## src/rtl/fpga_cfg_pkg.sv

```systemverilog
// Shared constants and loader state type for the FPGA configuration path.
// Word map: LUT truth tables, then switch boxes, then LUT FF-select bits.
package fpga_cfg_pkg;

  localparam int NUM_LUT = 11;
  localparam int NUM_SB = 20;
  localparam int WORD_W = 32;
  localparam int N_WORDS = 2 * NUM_LUT + NUM_SB;
  localparam int AW = $clog2(N_WORDS + 1);

  localparam int LUT_TT_BASE = 0;
  localparam int SB_BASE = NUM_LUT;
  localparam int LUT_FF_BASE = NUM_LUT + NUM_SB;

  typedef enum logic [2:0] {
    ST_IDLE,
    ST_FETCH,
    ST_CAPTURE,
    ST_DONE,
    ST_ERROR
  } ld_state_e;

endpackage

```

## src/rtl/fpga_config_loader.sv

```systemverilog
// Streams the config image from memory into the fabric, XOR-checks it,
// and keeps the fabric held until a load completes with a good checksum.
module fpga_config_loader
  import fpga_cfg_pkg::*;
(
  input  logic              clock,
  input  logic              reset_n,
  input  logic              start,
  output logic              mem_rd_en,
  output logic [AW-1:0]     mem_addr,
  input  logic [WORD_W-1:0] mem_rdata,
  output logic              cfg_we,
  output logic [AW-1:0]     cfg_sel,
  output logic [WORD_W-1:0] cfg_data,
  output logic              fabric_hold,
  output logic              busy,
  output logic              done,
  output logic              error
);

  ld_state_e         state;
  logic [AW-1:0]     idx;
  logic [WORD_W-1:0] chk;

  always_ff @(posedge clock) begin
    if (!reset_n) begin
      state <= ST_IDLE;
      mem_rd_en <= 1'b0;
      mem_addr <= '0;
      cfg_we <= 1'b0;
      cfg_sel <= '0;
      cfg_data <= '0;
      fabric_hold <= 1'b1;
      busy <= 1'b0;
      done <= 1'b0;
      error <= 1'b0;
      chk <= '0;
      idx <= '0;
    end else begin
      cfg_we <= 1'b0;
      unique case (state)
        ST_IDLE, ST_DONE, ST_ERROR: begin
          if (start) begin
            idx <= '0;
            chk <= '0;
            done <= 1'b0;
            error <= 1'b0;
            fabric_hold <= 1'b1;
            busy <= 1'b1;
            mem_rd_en <= 1'b1;
            mem_addr <= '0;
            state <= ST_FETCH;
          end
        end
        ST_FETCH: begin
          mem_rd_en <= 1'b0;
          state <= ST_CAPTURE;
        end
        ST_CAPTURE: begin
          if (idx < AW'(N_WORDS)) begin
            cfg_we <= 1'b1;
            cfg_sel <= idx;
            cfg_data <= mem_rdata;
            chk <= chk ^ mem_rdata;
            idx <= idx + 1'b1;
            mem_rd_en <= 1'b1;
            mem_addr <= idx + 1'b1;
            state <= ST_FETCH;
          end else begin
            busy <= 1'b0;
            // Checksum word is compared only; it never reaches the fabric.
            if (chk == mem_rdata) begin
              done <= 1'b1;
              fabric_hold <= 1'b0;
              state <= ST_DONE;
            end else begin
              error <= 1'b1;
              state <= ST_ERROR;
            end
          end
        end
        default: state <= ST_IDLE;
      endcase
    end
  end

endmodule

```

## config.mk

```make
export PLATFORM = sky130hd
export DESIGN_NAME = fpga_config_loader
export DESIGN_NICKNAME = d
export VERILOG_FILES = /design/src/rtl/fpga_cfg_pkg.sv /design/src/rtl/fpga_config_loader.sv
export SDC_FILE = /design/constraint.sdc
export NUM_CORES = 1
export LEC_CHECK = 0
export CORE_UTILIZATION = 50
export CTS_CLUSTER_SIZE = 20
export DETAILED_ROUTE_END_ITERATION = 6
export HOLD_SLACK_MARGIN = 0.02
export PLACE_DENSITY = 0.79
export SLEW_MARGIN = 5
export SYNTH_ARGS = -nofsm -noshare
export SYNTH_HDL_FRONTEND = slang
export SYNTH_SLANG_ARGS = --single-unit
```

## constraint.sdc

```tcl
create_clock -name clock -period 2.8 [get_ports clock]
set_input_delay 0.42 -clock clock [delete_from_list [all_inputs] [get_ports clock]]
set_output_delay 0.42 -clock clock [all_outputs]
set_load 0.02 [all_outputs]
```

### Word level (Yosys, flattened, before mapping)

Cells that the tools add are included.

* output and inout bits: 50
* input bits: 35
* logic and storage cells: 61
* register bits after elaboration: 85

* add/subtract/negate cells: 1
* bitwise operators: 1
* equal/unequal tests: 10
* $lt $le $gt $ge: 1
* reductions and logical operators: 11
* muxes and demuxes: 26

Operator list (number)
* two-way mux 32 bit: 2
* one-hot mux 32 bit (2 select lines): 1
* == test 32 bit: 1
* bitwise XOR 32 bit: 1
* two-way mux 6 bit: 2
* one-hot mux 6 bit (2 select lines): 1
* two-way mux 1 bit: 11
* inequality test 2 bit (second input constant): 5
* two-way mux 3 bit: 3
* one-hot mux 3 bit (3 select lines): 1
* AND reduction 3 bit: 3
* one-hot mux 1 bit (2 select lines): 4
* AND reduction 4 bit: 2
* adder 6 x 1 -> 6 bit (second input constant): 1
* == test 3 x 2 -> 1 bit (second input constant): 2
* < comparator 6 bit (second input constant): 1
* AND reduction 2 bit: 2
* == test 3 x 1 -> 1 bit (second input constant): 1
* == test 3 bit (second input constant): 1
* logical NOT 3 bit: 1
* one-hot mux 1 bit (3 select lines): 1
* nonzero test 3 bit: 1
* OR reduction 3 bit: 1
* nonzero test 2 bit: 1

### Longest topological paths before layout

* depth in word-level cells: 4
* gate-level depth with buffers: 6
* gate-level depth less buffers: 5

### Worst setup path before layout

Ideal clock, no wire load.

* path type: input to register
* start: in mem_rdata[16]
* end: reg fabric_hold
* arrival: 1.567 ns
* stages on the path: 5
* slack: 1.116 ns
* path through: nor2b_4 > or4_4 > nor4_4 > nand4_2 > o22a_1

* cells in the longest elaborated chain, start to end: 3

RTL lines
* from (decl): RTL line fpga_config_loader.sv:11 `input logic [WORD_W-1:0] mem_rdata,`
* == test 32 bit: RTL line fpga_config_loader.sv:72 `if (chk == mem_rdata) begin`
* inequality test 2 bit (no line)
* AND reduction 4 bit (no line)
* to (signal assigned): RTL line fpga_config_loader.sv:33 `fabric_hold <= 1'b1;`
* to (signal assigned): RTL line fpga_config_loader.sv:48 `fabric_hold <= 1'b1;`
* to (signal assigned): RTL line fpga_config_loader.sv:74 `fabric_hold <= 1'b0;`
* to (decl): RTL line fpga_config_loader.sv:15 `output logic fabric_hold,`

Every way passes these cells.
A chain may end at the register's enable or synchronous reset.

### Worst setup path in the final report

* start: reg state[1]
* end: reg cfg_data[8]

* cells in the longest elaborated chain, start to end: 2

RTL lines
* from (decl): RTL line fpga_config_loader.sv:21 `ld_state_e state;`
* from (signal assigned): RTL line fpga_config_loader.sv:27 `state <= ST_IDLE;`
* from (signal assigned): RTL line fpga_config_loader.sv:52 `state <= ST_FETCH;`
* from (signal assigned): RTL line fpga_config_loader.sv:57 `state <= ST_CAPTURE;`
* == test 3 x 2 -> 1 bit: RTL line fpga_config_loader.sv:41 `unique case (state)`
* AND reduction 2 bit (no line)
* to (signal assigned): RTL line fpga_config_loader.sv:63 `cfg_data <= mem_rdata;`
* to (decl): RTL line fpga_config_loader.sv:14 `output logic [WORD_W-1:0] cfg_data,`

Every way passes these cells.

==> key figures <==
GRT
  – Vias in the first global route: 3174
  – Total grt overflow: 0
  – First-pass GRT wire length: 15240 um
  – Largest net degree at the start of global routing: 46
  – Initial antenna violation count: 0
  – Total track usage: 0.2519

Critical path
  – Reg2reg end: cfg_data[8]
  – Worst r2r src: state[1]
  – CP Launch Type: flop
  – CP arrival: 2410 ps
  – Critical Path RT: 3090 ps
  – Reg2Reg Depth: 4
  – FF-to-FF setup slack: 680 ps
  – Crit Path Category: flop to flop
  – Critical path endpoint: cfg_data[8]
  – Crit path from: state[1]
  – Max Fanout on Critical Path: 43
  – Crit end category: flop

Route
  – Initial DRC Count: 170
  – Antenna viol nets, final: 0
  – Via density: 5.576
  – Wire per inst: 15.23 um
  – Vias: 3563
  – Final WL: 9729 um
  – Post-route DRC: 0
  – 1st-pass router iterations: 5

Clocking
  – Cts hold-fix bufs: 0
  – H-tree depth: 3
  – Setup Buffers After CTS: 0
  – Clk slew on worst S/H paths: 80 ps
  – CTS Buf Count: 9
  – CTS tree: done
  – Clock Latency Late Sink: 350 ps
  – Maximum clock path buffer count: 2
  – Root Driver: clkbuf_8
  – Sink Count: 85
  – Post-CTS Resized: 0

Placement
  – Port Buffers: 84
  – Post-Place Cells: 624
  – GP Congestion: 0.8470
  – Placed instance area: 0.004732 mm^2
  – DP HPWL: 6949 um

Hold path
  – Worst min path class: flop to flop

STA
  – Setup TNS: 0 ps
  – Final Setup Violations: 0
  – RSZ-0062 raised after global routing: no
  – Clock Skew: 11.23 ps
  – Final min period: 2123 ps
  – Period utilization: 0.7580
  – Worst-margin pin slew: 752.0 ps
  – Final hold slack: 452.9 ps
  – Achievable clock frequency: 471.1 MHz
  – Final hold vios: 0
  – Final-report max-slew violation count: 0
  – Slew margin rel.: 0.4986

Synth
  – Register area share after synthesis: 0.4450
  – Synth Register Bits: 85
  – Synth cell types: 48
  – Syn Nets: 494
  – Post-Syn Area: 0.003824 mm^2
  – Top FF cell, synth: dfxtp_1
  – Share of flip-flops with an asynchronous set or reset: 0
  – Cell count after synthesis: 458
  – Synth warn: 0
  – Post-synth EDFFs: 0
  – Syn_area_per_cell: 8.349 um^2

Cells and area
  – Register area: 0.001702 mm^2
  – Area of the multi-input gates: 0.001941 mm^2
  – Area growth, synth to finish: 29.71%
  – Final instance area: 0.004960 mm^2
  – Final nets: 572
  – Fill cells: 591
  – Most common cell after layout, fill and taps aside: nand2_1
  – Antenna cell count: 0
  – Final Non-Filler Cells: 639
  – Commonest non-fill, non-tap cells in the layout: nand2_1, dfxtp_1, clkdlybuf4s50_1, a21oi_1, nand2b_1
  – Layout cells sized above 1: 0.06296

Power
  – Worst vdd ir: 0.0002600 V
  – Leakage: 1.667 nW
  – PwrDens: 532.6 mW/mm^2

Die
  – Initial Util: 0.5216
  – DIE WIDTH: 89.45 um
  – Die Y: 89.45 um
  – Core area: 0.007331 mm^2
  – Full die area: 0.008001 mm^2
  – I/O pin total: 85
  – Row cnt: 31

Outcome
  – Status: complete, no violations

Flow run
  – Max-cap violations: 0
## worst min path at each step
stage                  from            to  slack (ps)  cells past startpoint
2_1_floorplan       chk[14]       chk[14]         440                      1
3_3_place_gp   cfg_data[26]  cfg_data[26]         440                      2
3_5_place_dp    cfg_data[6]   cfg_data[6]         450                      2
4_1_cts         cfg_data[6]   cfg_data[6]         460                      2
5_1_grt          cfg_sel[0]    cfg_sel[0]         470                      2
6_report       cfg_data[26]  cfg_data[26]         450                      2
## flip-flops by register name, indices dropped and copies added (netlist names), 3 cells and up
signal	flops
cfg_data	32
chk	32
idx	6
state	3
cfg_sel	6
## synthesized netlist by cell type (2+ instances only)
cell type,n,area [um^2]
o21ai_0,12,60.06
a21oi_1,49,245.2
nand4_1,6,37.54
o21ai_2,3,26.28
inv_1,16,60.06
nor4_1,5,31.28
nand2b_1,46,287.8
o21a_1,12,90.09
clkbuf_1,15,56.30
nand3b_1,2,15.01
nand3_1,3,15.01
buf_4,4,30.03
buf_2,3,15.01
nor2b_1,3,18.77
o32ai_1,10,87.58
nor3_1,4,20.02
buf_6,2,22.52
nand2_1,95,356.6
a31o_1,2,17.52
nor2_1,12,45.04
o2bb2ai_1,15,131.4
dfxtp_1,85,1702
xnor2_1,3,26.28
o2111ai_1,9,78.83
a31oi_1,2,12.51
o21ai_1,18,90.09
## per-layer routing
layer	wire length [um]	GRT usage
met1	4304	0.3237
met2	4673	0.4198
met3	538	0.04432
met4	212	0.1010
met5	0	0
## power by group
part           total (W)  switching, W  internal, W
Clock            0.00101      0.000426     0.000585
Combinational   0.000363      0.000204     0.000160
Sequential       0.00127     0.0000237      0.00124
## critical path, stage by stage (launching register included)
cell	delay [ps]
dfxtp_1	460
or3b_1	670
nor2_8	570
nand2_1	180
a21oi_1	160
## through the flow
step | setup slack (ps) | total power (W) | utilization
after floorplan | 1116 | 0.001497 | -
after global placement | 493.7 | 0.001647 | 0.6455
after detailed placement | 462.1 | 0.001656 | 0.6455
after CTS | 678.7 | 0.002651 | 0.6766
after global routing | 568.8 | 0.002747 | 0.6766
final | 677.5 | 0.002642 | 0.6766
## final cells by class
cell class,count,share of cell area
clock buffer,10,0.02573
tap,99,0.02497
multi-input combinational,333,0.3913
inverter,16,0.01211
clock inverter,5,0.02018
timing repair buffer,91,0.1826
sequential,85,0.3431
## kinds of logic (layout without fill, tap and decap cells)
kind of cell               after synthesis  count (layout)  synth area share
buffers and inverters                   40             122           0.04810
AOI/OAI and AO/OA                      141             141            0.2438
muxes                                    1               1          0.002618
DFF                                     85              85            0.4450
xor gates and xnor gates                 3               3          0.006873
and+or+nand+nor                        187             187            0.2503
adders and majority gates                1               1          0.003272
(Power assumes the default switching activity.)
